--- src/rtl/data_mem_arb_pkg.sv ---
// Shared definitions for the data-memory arbiter: FSM state encoding and
// the default geometry and timing constants.
package data_mem_arb_pkg;

   typedef enum logic [1:0] {
      IDLE   = 2'd0,
      ACCESS = 2'd1,
      ACK    = 2'd2
   } arb_state_t;

   localparam int DEF_ADDR_W     = 32;
   localparam int DEF_DATA_W     = 32;
   localparam int DEF_MIN_ACCESS = 2;
   localparam int DEF_TIMEOUT    = 255;

endpackage

--- src/rtl/data_mem_arbiter_if.sv ---
// Bundle of the two requester ports and the data_mem port seen by the arbiter.
// The arbiter takes the slave view; requesters and memory take the master view.
interface data_mem_arbiter_if
   import data_mem_arb_pkg::*;
#(
   parameter int ADDR_W = DEF_ADDR_W,
   parameter int DATA_W = DEF_DATA_W
);
   logic              r0_req;
   logic [ADDR_W-1:0] r0_addr;
   logic [DATA_W-1:0] r0_wdata;
   logic              r0_memwrite;
   logic              r0_memread;
   logic [3:0]        r0_sign_mask;
   logic [DATA_W-1:0] r0_rdata;
   logic              r0_ack;
   logic              r0_stall;

   logic              r1_req;
   logic [ADDR_W-1:0] r1_addr;
   logic [DATA_W-1:0] r1_wdata;
   logic              r1_memwrite;
   logic              r1_memread;
   logic [3:0]        r1_sign_mask;
   logic [DATA_W-1:0] r1_rdata;
   logic              r1_ack;
   logic              r1_stall;

   logic [ADDR_W-1:0] mem_addr;
   logic [DATA_W-1:0] mem_write_data;
   logic              mem_memwrite;
   logic              mem_memread;
   logic [3:0]        mem_sign_mask;
   logic [DATA_W-1:0] mem_read_data;
   logic              mem_clk_stall;

   logic              timeout_err;

   modport slave (
      input  r0_req, r0_addr, r0_wdata, r0_memwrite, r0_memread, r0_sign_mask,
      output r0_rdata, r0_ack, r0_stall,
      input  r1_req, r1_addr, r1_wdata, r1_memwrite, r1_memread, r1_sign_mask,
      output r1_rdata, r1_ack, r1_stall,
      output mem_addr, mem_write_data, mem_memwrite, mem_memread, mem_sign_mask,
      input  mem_read_data, mem_clk_stall,
      output timeout_err
   );

   modport master (
      output r0_req, r0_addr, r0_wdata, r0_memwrite, r0_memread, r0_sign_mask,
      input  r0_rdata, r0_ack, r0_stall,
      output r1_req, r1_addr, r1_wdata, r1_memwrite, r1_memread, r1_sign_mask,
      input  r1_rdata, r1_ack, r1_stall,
      input  mem_addr, mem_write_data, mem_memwrite, mem_memread, mem_sign_mask,
      output mem_read_data, mem_clk_stall,
      input  timeout_err
   );

endinterface

--- src/rtl/arb_rr2.sv ---
// Two-input winner picker. Round-robin by default; with ARB_FIXED_PRIO_EN
// defined r0 always wins and no pointer register exists.
module arb_rr2
   import data_mem_arb_pkg::*;
(
   input  logic clk,
   input  logic reset,
   input  logic req0,
   input  logic req1,
   input  logic advance,
   output logic winner
);

`ifdef ARB_FIXED_PRIO_EN
   logic unused_inputs;

   assign unused_inputs = &{1'b0, clk, reset, req1, advance};
   assign winner        = ~req0;
`else
   logic favour_r1;

   // On contention the requester not granted last wins; a lone request always wins.
   assign winner = req1 & (~req0 | favour_r1);

   always_ff @(posedge clk or posedge reset) begin
      if (reset) begin
         favour_r1 <= 1'b0;
      end else if (advance) begin
         favour_r1 <= ~winner;
      end
   end
`endif

endmodule

--- src/rtl/data_mem_arbiter.sv ---
// Shares one data_mem port between two requesters (IDLE/ACCESS/ACK FSM).
// ARB_FIXED_PRIO_EN switches the picker from round-robin to fixed r0 priority.
module data_mem_arbiter
   import data_mem_arb_pkg::*;
#(
   parameter int ADDR_W     = DEF_ADDR_W,
   parameter int DATA_W     = DEF_DATA_W,
   parameter int MIN_ACCESS = DEF_MIN_ACCESS,
   parameter int TIMEOUT    = DEF_TIMEOUT
)(
   input logic               clk,
   input logic               reset,
   data_mem_arbiter_if.slave bus
);

   localparam int               CNT_W    = $clog2(TIMEOUT + 1);
   localparam logic [CNT_W-1:0] MIN_CNT  = CNT_W'(MIN_ACCESS);
   localparam logic [CNT_W-1:0] LAST_CNT = CNT_W'(TIMEOUT - 1);

   arb_state_t        state, next_state;
   logic [CNT_W-1:0]  cnt;
   logic              owner;
   logic [ADDR_W-1:0] addr_q;
   logic [DATA_W-1:0] wdata_q;
   logic              we_q, re_q;
   logic [3:0]        mask_q;
   logic [DATA_W-1:0] r0_rdata_q, r1_rdata_q;
   logic              timeout_q;

   logic              winner, grant, access_done, access_abort;
   logic [ADDR_W-1:0] sel_addr;
   logic [DATA_W-1:0] sel_wdata;
   logic              sel_we, sel_re;
   logic [3:0]        sel_mask;
   logic              capture, cap_sel;
   logic [DATA_W-1:0] cap_data;

   arb_rr2 u_pick (
      .clk     (clk),
      .reset   (reset),
      .req0    (bus.r0_req),
      .req1    (bus.r1_req),
      .advance (grant),
      .winner  (winner)
   );

   assign sel_addr  = winner ? bus.r1_addr      : bus.r0_addr;
   assign sel_wdata = winner ? bus.r1_wdata     : bus.r0_wdata;
   assign sel_we    = winner ? bus.r1_memwrite  : bus.r0_memwrite;
   assign sel_re    = winner ? bus.r1_memread   : bus.r0_memread;
   assign sel_mask  = winner ? bus.r1_sign_mask : bus.r0_sign_mask;

   always_ff @(posedge clk or posedge reset) begin
      if (reset) begin
         state <= IDLE;
      end else begin
         state <= next_state;
      end
   end

   // cnt holds completed ACCESS cycles, so the exit test lands one cycle after
   // MIN_ACCESS cycles and an abort happens at the end of the TIMEOUT-th cycle.
   always_comb begin
      next_state   = state;
      grant        = 1'b0;
      access_done  = 1'b0;
      access_abort = 1'b0;
      unique case (state)
         IDLE: begin
            if (bus.r0_req || bus.r1_req) begin
               grant      = 1'b1;
               next_state = (sel_we || sel_re) ? ACCESS : ACK;
            end
         end
         ACCESS: begin
            if (cnt >= MIN_CNT && !bus.mem_clk_stall) begin
               access_done = 1'b1;
               next_state  = ACK;
            end else if (cnt == LAST_CNT) begin
               access_abort = 1'b1;
               next_state   = ACK;
            end
         end
         ACK:     next_state = IDLE;
         default: next_state = IDLE;
      endcase
   end

   assign cap_sel  = grant ? winner : owner;
   assign capture  = access_done | access_abort | (grant & ~(sel_we | sel_re));
   assign cap_data = access_done ? bus.mem_read_data : (access_abort ? '1 : '0);

   // Request latch, access counter, per-requester read data and sticky error.
   always_ff @(posedge clk or posedge reset) begin
      if (reset) begin
         cnt        <= '0;
         owner      <= 1'b0;
         addr_q     <= '0;
         wdata_q    <= '0;
         we_q       <= 1'b0;
         re_q       <= 1'b0;
         mask_q     <= '0;
         r0_rdata_q <= '0;
         r1_rdata_q <= '0;
         timeout_q  <= 1'b0;
      end else begin
         if (grant) begin
            cnt     <= '0;
            owner   <= winner;
            addr_q  <= sel_addr;
            wdata_q <= sel_wdata;
            we_q    <= sel_we;
            re_q    <= sel_re;
            mask_q  <= sel_mask;
         end else if (state == ACCESS) begin
            cnt <= cnt + 1'b1;
         end
         if (capture) begin
            if (cap_sel) r1_rdata_q <= cap_data;
            else         r0_rdata_q <= cap_data;
         end
         if (access_abort) begin
            timeout_q <= 1'b1;
         end
      end
   end

   assign bus.mem_addr       = addr_q;
   assign bus.mem_write_data = wdata_q;
   assign bus.mem_sign_mask  = mask_q;
   assign bus.mem_memwrite   = (state == ACCESS) & we_q;
   assign bus.mem_memread    = (state == ACCESS) & re_q & ~we_q;

   assign bus.r0_ack      = (state == ACK) & ~owner;
   assign bus.r1_ack      = (state == ACK) & owner;
   assign bus.r0_stall    = bus.r0_req & ~bus.r0_ack;
   assign bus.r1_stall    = bus.r1_req & ~bus.r1_ack;
   assign bus.r0_rdata    = r0_rdata_q;
   assign bus.r1_rdata    = r1_rdata_q;
   assign bus.timeout_err = timeout_q;

endmodule

--- src/flat_wrapper.sv ---
// flat-port wrapper written by rule: the top's interface ports become plain ports
module data_mem_arbiter_flat import data_mem_arb_pkg::*;
#(
   parameter int ADDR_W     = DEF_ADDR_W,
   parameter int DATA_W     = DEF_DATA_W,
   parameter int MIN_ACCESS = DEF_MIN_ACCESS,
   parameter int TIMEOUT    = DEF_TIMEOUT
)
  (clk, reset, bus_r0_req, bus_r0_addr, bus_r0_wdata, bus_r0_memwrite, bus_r0_memread, bus_r0_sign_mask, bus_r0_rdata, bus_r0_ack, bus_r0_stall, bus_r1_req, bus_r1_addr, bus_r1_wdata, bus_r1_memwrite, bus_r1_memread, bus_r1_sign_mask, bus_r1_rdata, bus_r1_ack, bus_r1_stall, bus_mem_addr, bus_mem_write_data, bus_mem_memwrite, bus_mem_memread, bus_mem_sign_mask, bus_mem_read_data, bus_mem_clk_stall, bus_timeout_err);
  data_mem_arbiter_if #(.ADDR_W(ADDR_W), .DATA_W(DATA_W)) bus_i ();
  input logic clk;
  input logic reset;
  input wire logic [$bits(bus_i.r0_req)-1:0] bus_r0_req;
  input wire logic [$bits(bus_i.r0_addr)-1:0] bus_r0_addr;
  input wire logic [$bits(bus_i.r0_wdata)-1:0] bus_r0_wdata;
  input wire logic [$bits(bus_i.r0_memwrite)-1:0] bus_r0_memwrite;
  input wire logic [$bits(bus_i.r0_memread)-1:0] bus_r0_memread;
  input wire logic [$bits(bus_i.r0_sign_mask)-1:0] bus_r0_sign_mask;
  output wire logic [$bits(bus_i.r0_rdata)-1:0] bus_r0_rdata;
  output wire logic [$bits(bus_i.r0_ack)-1:0] bus_r0_ack;
  output wire logic [$bits(bus_i.r0_stall)-1:0] bus_r0_stall;
  input wire logic [$bits(bus_i.r1_req)-1:0] bus_r1_req;
  input wire logic [$bits(bus_i.r1_addr)-1:0] bus_r1_addr;
  input wire logic [$bits(bus_i.r1_wdata)-1:0] bus_r1_wdata;
  input wire logic [$bits(bus_i.r1_memwrite)-1:0] bus_r1_memwrite;
  input wire logic [$bits(bus_i.r1_memread)-1:0] bus_r1_memread;
  input wire logic [$bits(bus_i.r1_sign_mask)-1:0] bus_r1_sign_mask;
  output wire logic [$bits(bus_i.r1_rdata)-1:0] bus_r1_rdata;
  output wire logic [$bits(bus_i.r1_ack)-1:0] bus_r1_ack;
  output wire logic [$bits(bus_i.r1_stall)-1:0] bus_r1_stall;
  output wire logic [$bits(bus_i.mem_addr)-1:0] bus_mem_addr;
  output wire logic [$bits(bus_i.mem_write_data)-1:0] bus_mem_write_data;
  output wire logic [$bits(bus_i.mem_memwrite)-1:0] bus_mem_memwrite;
  output wire logic [$bits(bus_i.mem_memread)-1:0] bus_mem_memread;
  output wire logic [$bits(bus_i.mem_sign_mask)-1:0] bus_mem_sign_mask;
  input wire logic [$bits(bus_i.mem_read_data)-1:0] bus_mem_read_data;
  input wire logic [$bits(bus_i.mem_clk_stall)-1:0] bus_mem_clk_stall;
  output wire logic [$bits(bus_i.timeout_err)-1:0] bus_timeout_err;
  assign bus_i.r0_req = bus_r0_req;
  assign bus_i.r0_addr = bus_r0_addr;
  assign bus_i.r0_wdata = bus_r0_wdata;
  assign bus_i.r0_memwrite = bus_r0_memwrite;
  assign bus_i.r0_memread = bus_r0_memread;
  assign bus_i.r0_sign_mask = bus_r0_sign_mask;
  assign bus_r0_rdata = bus_i.r0_rdata;
  assign bus_r0_ack = bus_i.r0_ack;
  assign bus_r0_stall = bus_i.r0_stall;
  assign bus_i.r1_req = bus_r1_req;
  assign bus_i.r1_addr = bus_r1_addr;
  assign bus_i.r1_wdata = bus_r1_wdata;
  assign bus_i.r1_memwrite = bus_r1_memwrite;
  assign bus_i.r1_memread = bus_r1_memread;
  assign bus_i.r1_sign_mask = bus_r1_sign_mask;
  assign bus_r1_rdata = bus_i.r1_rdata;
  assign bus_r1_ack = bus_i.r1_ack;
  assign bus_r1_stall = bus_i.r1_stall;
  assign bus_mem_addr = bus_i.mem_addr;
  assign bus_mem_write_data = bus_i.mem_write_data;
  assign bus_mem_memwrite = bus_i.mem_memwrite;
  assign bus_mem_memread = bus_i.mem_memread;
  assign bus_mem_sign_mask = bus_i.mem_sign_mask;
  assign bus_i.mem_read_data = bus_mem_read_data;
  assign bus_i.mem_clk_stall = bus_mem_clk_stall;
  assign bus_timeout_err = bus_i.timeout_err;
  data_mem_arbiter #(.ADDR_W(ADDR_W), .DATA_W(DATA_W), .MIN_ACCESS(MIN_ACCESS), .TIMEOUT(TIMEOUT)) u_core (.clk(clk), .reset(reset), .bus(bus_i));
endmodule
--- config.mk ---
export PLATFORM = sky130hd
export DESIGN_NAME = data_mem_arbiter_flat
export DESIGN_NICKNAME = d
export VERILOG_FILES = /design/src/rtl/data_mem_arb_pkg.sv /design/src/rtl/data_mem_arbiter_if.sv /design/src/rtl/arb_rr2.sv /design/src/rtl/data_mem_arbiter.sv /design/src/flat_wrapper.sv
export SDC_FILE = /design/constraint.sdc
export NUM_CORES = 1
export LEC_CHECK = 0
export CAP_MARGIN = 20
export CORE_UTILIZATION = 41
export CTS_CLUSTER_SIZE = 10
export DETAILED_ROUTE_END_ITERATION = 10
export PLACE_DENSITY_LB_ADDON = 0.15
export SYNTH_ARGS = -nofsm -noshare
export SYNTH_HDL_FRONTEND = slang
export SYNTH_HIERARCHICAL = 1
export SYNTH_SLANG_ARGS = --single-unit
--- constraint.sdc ---
create_clock -name clk -period 6.5 [get_ports clk]
set_clock_uncertainty 0.2 [all_clocks]
set_input_delay 1.3 -clock clk [delete_from_list [all_inputs] [get_ports clk]]
set_output_delay 1.3 -clock clk [all_outputs]
set_load 0.02 [all_outputs]
==> impl_metrics.json <==
{
  "run_status": "completed",
  "synth_top_cell_area_share_pct": 57.09,
  "report.final.hold_viol_count": 0,
  "finalWirelength_mm": 18.48,
  "synth.avg_cell_area_um2": 10.16,
  "post_cts_hold_buffer_count": 0,
  "globalRoute.totalOverflow": 0,
  "edff_count_synth": 0,
  "root_buffer_cell": "sky130_fd_sc_hd__clkbuf_16",
  "count_of_buffering_cells_on_the_critical_path_with_inverters_included": 2,
  "globalRouteTotalUtil_pct": 23.94,
  "flop_to_flop_setup_slack_ps": 3970,
  "synth.yosys.seq_area_share_pct": 57.09,
  "rsz0062_at_grt": "no",
  "dr.first_iter.drc_count": 365,
  "globalplace.congestion": 0.7965,
  "max-vdd-ir-drop_uv": 199.2,
  "die_width_um": 127.4,
  "yosys_most_used_dff": "sky130_fd_sc_hd__dfrtp_1",
  "cts_num_sinks": 147,
  "crit_chain": "clkdlybuf4s50_1, nor2b_1, clkdlybuf4s50_1",
  "max_cap_violations": 0,
  "synth_cell_types": 42,
  "synth_cells": 634,
  "clock.fmax_mhz": 239.5,
  "cts_made_buffers": 17,
  "fin_tns_setup_ps": 0,
  "initial_utilization_pct": 42.23,
  "drive_above_1_share_pct": 5.479,
  "ant_nets": 0,
  "clock_tree.buffer_depth": 2,
  "tritoncts_clock_tree": "yes",
  "drv_slew": 0,
  "setup_viol": 0,
  "crit_top_cell": "sky130_fd_sc_hd__clkdlybuf4s50_1",
  "drt_first_pass_iters": 5,
  "holdPathEnd": "u_core/bus.timeout_err",
  "core.rowCount": 45,
  "min-delay-start": "u_core/bus.timeout_err",
  "height_of_the_chip_um": 127.4,
  "dpl.hpwl_mm": 13.57,
  "resized_after_cts": 0,
  "synth_seq_cells": 147,
  "synth.cell_area_um2": 6444,
  "area_delta_synth_final_pct": 61.24,
  "clock_tree.htree_level_count": 4,
  "endpoint_kind": "output pin",
  "fp.dieArea_um2": 16220,
  "yosys-top-cells-area": "sky130_fd_sc_hd__dfrtp_1 (57%), sky130_fd_sc_hd__mux2i_1 (11%), sky130_fd_sc_hd__o22ai_1 (6.2%)",
  "drcViolationCount": 0,
  "worst_ep_arrival_time_ps": 2680,
  "finalCriticalPeriod_ps": 4176,
  "pin_count_of_the_biggest_net_entering_global_routing": 101,
  "worst-slew-pin-transition_ps": 871.4,
  "critical_path.slowest_cell": "sky130_fd_sc_hd__clkdlybuf4s50_1",
  "synthArstFlopShare_pct": 100.0,
  "cp_data_required_time_ps": 5000,
  "critPathLaunch": "bus_r0_req",
  "postSynthNetCount": 813,
  "timing.setup.critical_path_class": "input pin to output pin",
  "p_per_area_nw_per_um2": 491.5,
  "ioPinCount": 316,
  "synth.largest_area_cell": "sky130_fd_sc_hd__dfrtp_1",
  "antenna_found_initial": 0,
  "buffer_ports.inserted": 315,
  "insertedDiodeCount": 0,
  "worst_hold_slack_ps": 268.9,
  "core_region_area_um2": 15260,
  "cts_post_setup_buffers_inserted": 0,
  "hold_class": "register to register",
  "grt_pass1_vias": 6054,
  "worst_setup_path_start_kind": "input pin",
  "rr_startpoint": "u_core/u_pick/favour_r1",
  "timing.hold.worst_path_depth": 1,
  "slew_headroom_pct": 41.91,
  "post_dr_wirelength_cell_um": 15.93,
  "worst_path_dominant_cell_family": "buffers and inverters",
  "power.leakage_nw": 4.605,
  "routed-via-count": 5727,
  "worst-r2r-cell-count": 7,
  "fin_crit_sh_pct": 64.24,
  "crit_path_max_incr_delay_ps": 620,
  "yosysWarningCount": 6,
  "clk_transition_reported_paths_ps": 60,
  "worst_skew_pair.late_latency_ps": 410,
  "final_nets": 1115,
  "grt_first_pass_wirelength_mm": 30.04,
  "crit_path_max_fanout": 4,
  "vias_per_cell": 4.937,
  "timing.rr.end": "u_core/bus.r0_rdata[0]"
}
==> worst register-to-register path, stage by stage (launching register included) <==
cell and delay, ps:
sky130_fd_sc_hd__dfrtp_1 390, sky130_fd_sc_hd__nand2b_4 140, sky130_fd_sc_hd__and2_4 180, sky130_fd_sc_hd__nor3_1 330
sky130_fd_sc_hd__o211ai_1 260, sky130_fd_sc_hd__a311oi_4 340, sky130_fd_sc_hd__buf_4 380, sky130_fd_sc_hd__o22ai_1 170
==> metal layers <==
layer  global-route usage (%)  routed length [um]  vias to the layer above  part of all wire [%]
li1                         -                   -                     2769                     -
met2                    40.98                9366                      249                    51
met3                    7.286                1538                       28                   8.3
met1                    27.61                7141                     2681                    39
met4                    10.78                 434                        0                   2.3
met5                        0                   0                        -                     0
==> flip-flops by register name (all words and copies together), names as in the netlist <==
name and cells:
u_core/bus.mem_write_data 32, u_core/owner 1, u_core/bus.mem_addr 32, u_core/cnt 8
u_core/u_pick/favour_r1 1, u_core/we_q 1, u_core/bus.timeout_err 1, u_core/bus.r1_rdata 32
u_core/state 2, u_core/re_q 1, u_core/bus.r0_rdata 32, u_core/bus.mem_sign_mask 4
==> Yosys cell counts, types with 2 or more instances <==
cell type                  count
sky130_fd_sc_hd__nor2_1       37
sky130_fd_sc_hd__nor3b_1       4
sky130_fd_sc_hd__nand4_1       2
sky130_fd_sc_hd__inv_1        69
sky130_fd_sc_hd__nor4_1        2
sky130_fd_sc_hd__a21oi_1       3
sky130_fd_sc_hd__ha_1          2
sky130_fd_sc_hd__xor2_1        2
sky130_fd_sc_hd__buf_1         7
sky130_fd_sc_hd__clkbuf_1     17
sky130_fd_sc_hd__nand2_1      79
sky130_fd_sc_hd__buf_2        14
sky130_fd_sc_hd__dfrtp_1     147
sky130_fd_sc_hd__nor2b_1       3
sky130_fd_sc_hd__nand3_1       7
sky130_fd_sc_hd__o21ai_0      77
sky130_fd_sc_hd__o22ai_1      64
sky130_fd_sc_hd__mux2i_1      71
sky130_fd_sc_hd__buf_6         3
sky130_fd_sc_hd__and3_1        2
==> worst max path at each step <==
stage / cells after the start / slack [ps] / end
6_report: 3 / 2320 / bus_r0_stall
5_1_grt: 3 / 2260 / bus_r0_stall
4_1_cts: 3 / 2300 / bus_r0_stall
3_5_place_dp: 8 / 2080 / u_core/bus.r1_rdata[9]
3_3_place_gp: 8 / 2220 / u_core/bus.r1_rdata[0]
2_1_floorplan: 1 / 1080 / u_core/bus.mem_addr[0]
==> through the flow <==
| step | total power [W] | instance area (um2) | utilization [%] | setup WS (ps) | std cells |
|---|---|---|---|---|---|
| 3_3_place_gp | 0.004061 | 9746 | 63.87 | 2220 | 1126 |
| 6_report | 0.005107 | 10390 | 68.09 | 2324 | 1160 |
| 4_1_cts | 0.005128 | 10330 | 67.73 | 2302 | 1158 |
| 3_5_place_dp | 0.004145 | 9746 | 63.87 | 2076 | 1126 |
| 5_1_grt | 0.005430 | 10390 | 68.09 | 2262 | 1160 |
| 2_1_floorplan | 0.002934 | 6444 | - | 1077 | 634 |
==> cell families (layout without fill, tap and decap cells) <==
group,Yosys count,after routing,synth area share [%]
compound gates,156,156,14.29
flops,147,147,57.09
simple gates,146,146,9.903
buf+inv,110,425,7.029
mux,71,71,11.03
fa+ha+maj,2,2,0.3883
xor+xnor,2,2,0.2719
==> area by class of cell <==
cell class,count,area [um2]
Clock buffer,20,456.7
Clock inverter,12,132.6
Fill cell,1206,4868
Inverter,69,264.0
Multi-Input combinational cell,377,2333
Sequential cell,147,3679
Tap cell,211,264.0
Timing Repair Buffer,324,3261
==> cell usage in the layout (no fill, tap or decap), types with 2 or more instances in the layout <==
| cell type | n |
|---|---|
| sky130_fd_sc_hd__mux2i_1 | 71 |
| sky130_fd_sc_hd__dfrtp_1 | 147 |
| sky130_fd_sc_hd__o22ai_1 | 64 |
| sky130_fd_sc_hd__nor3b_1 | 4 |
| sky130_fd_sc_hd__clkinv_4 | 2 |
| sky130_fd_sc_hd__xor2_1 | 2 |
| sky130_fd_sc_hd__and3_1 | 2 |
| sky130_fd_sc_hd__inv_1 | 68 |
| sky130_fd_sc_hd__clkinvlp_4 | 6 |
| sky130_fd_sc_hd__nand2_1 | 78 |
| sky130_fd_sc_hd__buf_4 | 7 |
| sky130_fd_sc_hd__clkbuf_8 | 2 |
| sky130_fd_sc_hd__buf_16 | 2 |
| sky130_fd_sc_hd__clkdlybuf4s50_1 | 315 |
| sky130_fd_sc_hd__clkinv_2 | 2 |
| sky130_fd_sc_hd__ha_1 | 2 |
| sky130_fd_sc_hd__bufinv_16 | 2 |
| sky130_fd_sc_hd__a21oi_1 | 3 |
| sky130_fd_sc_hd__nor4_1 | 2 |
| sky130_fd_sc_hd__nand4_1 | 2 |
| sky130_fd_sc_hd__o21ai_0 | 77 |
| sky130_fd_sc_hd__nor2b_1 | 3 |
| sky130_fd_sc_hd__nor2_1 | 37 |
| sky130_fd_sc_hd__nand3_1 | 7 |
| sky130_fd_sc_hd__clkbuf_16 | 17 |
==> where the power goes <==
part           internal, W  total [W]  switching [W]
clock             0.000584   0.000956       0.000372
sequential         0.00136    0.00162       0.000265
combinational      0.00115    0.00253        0.00138
total              0.00309    0.00511        0.00201
Note: power is estimated with default switching activity, not from simulation.
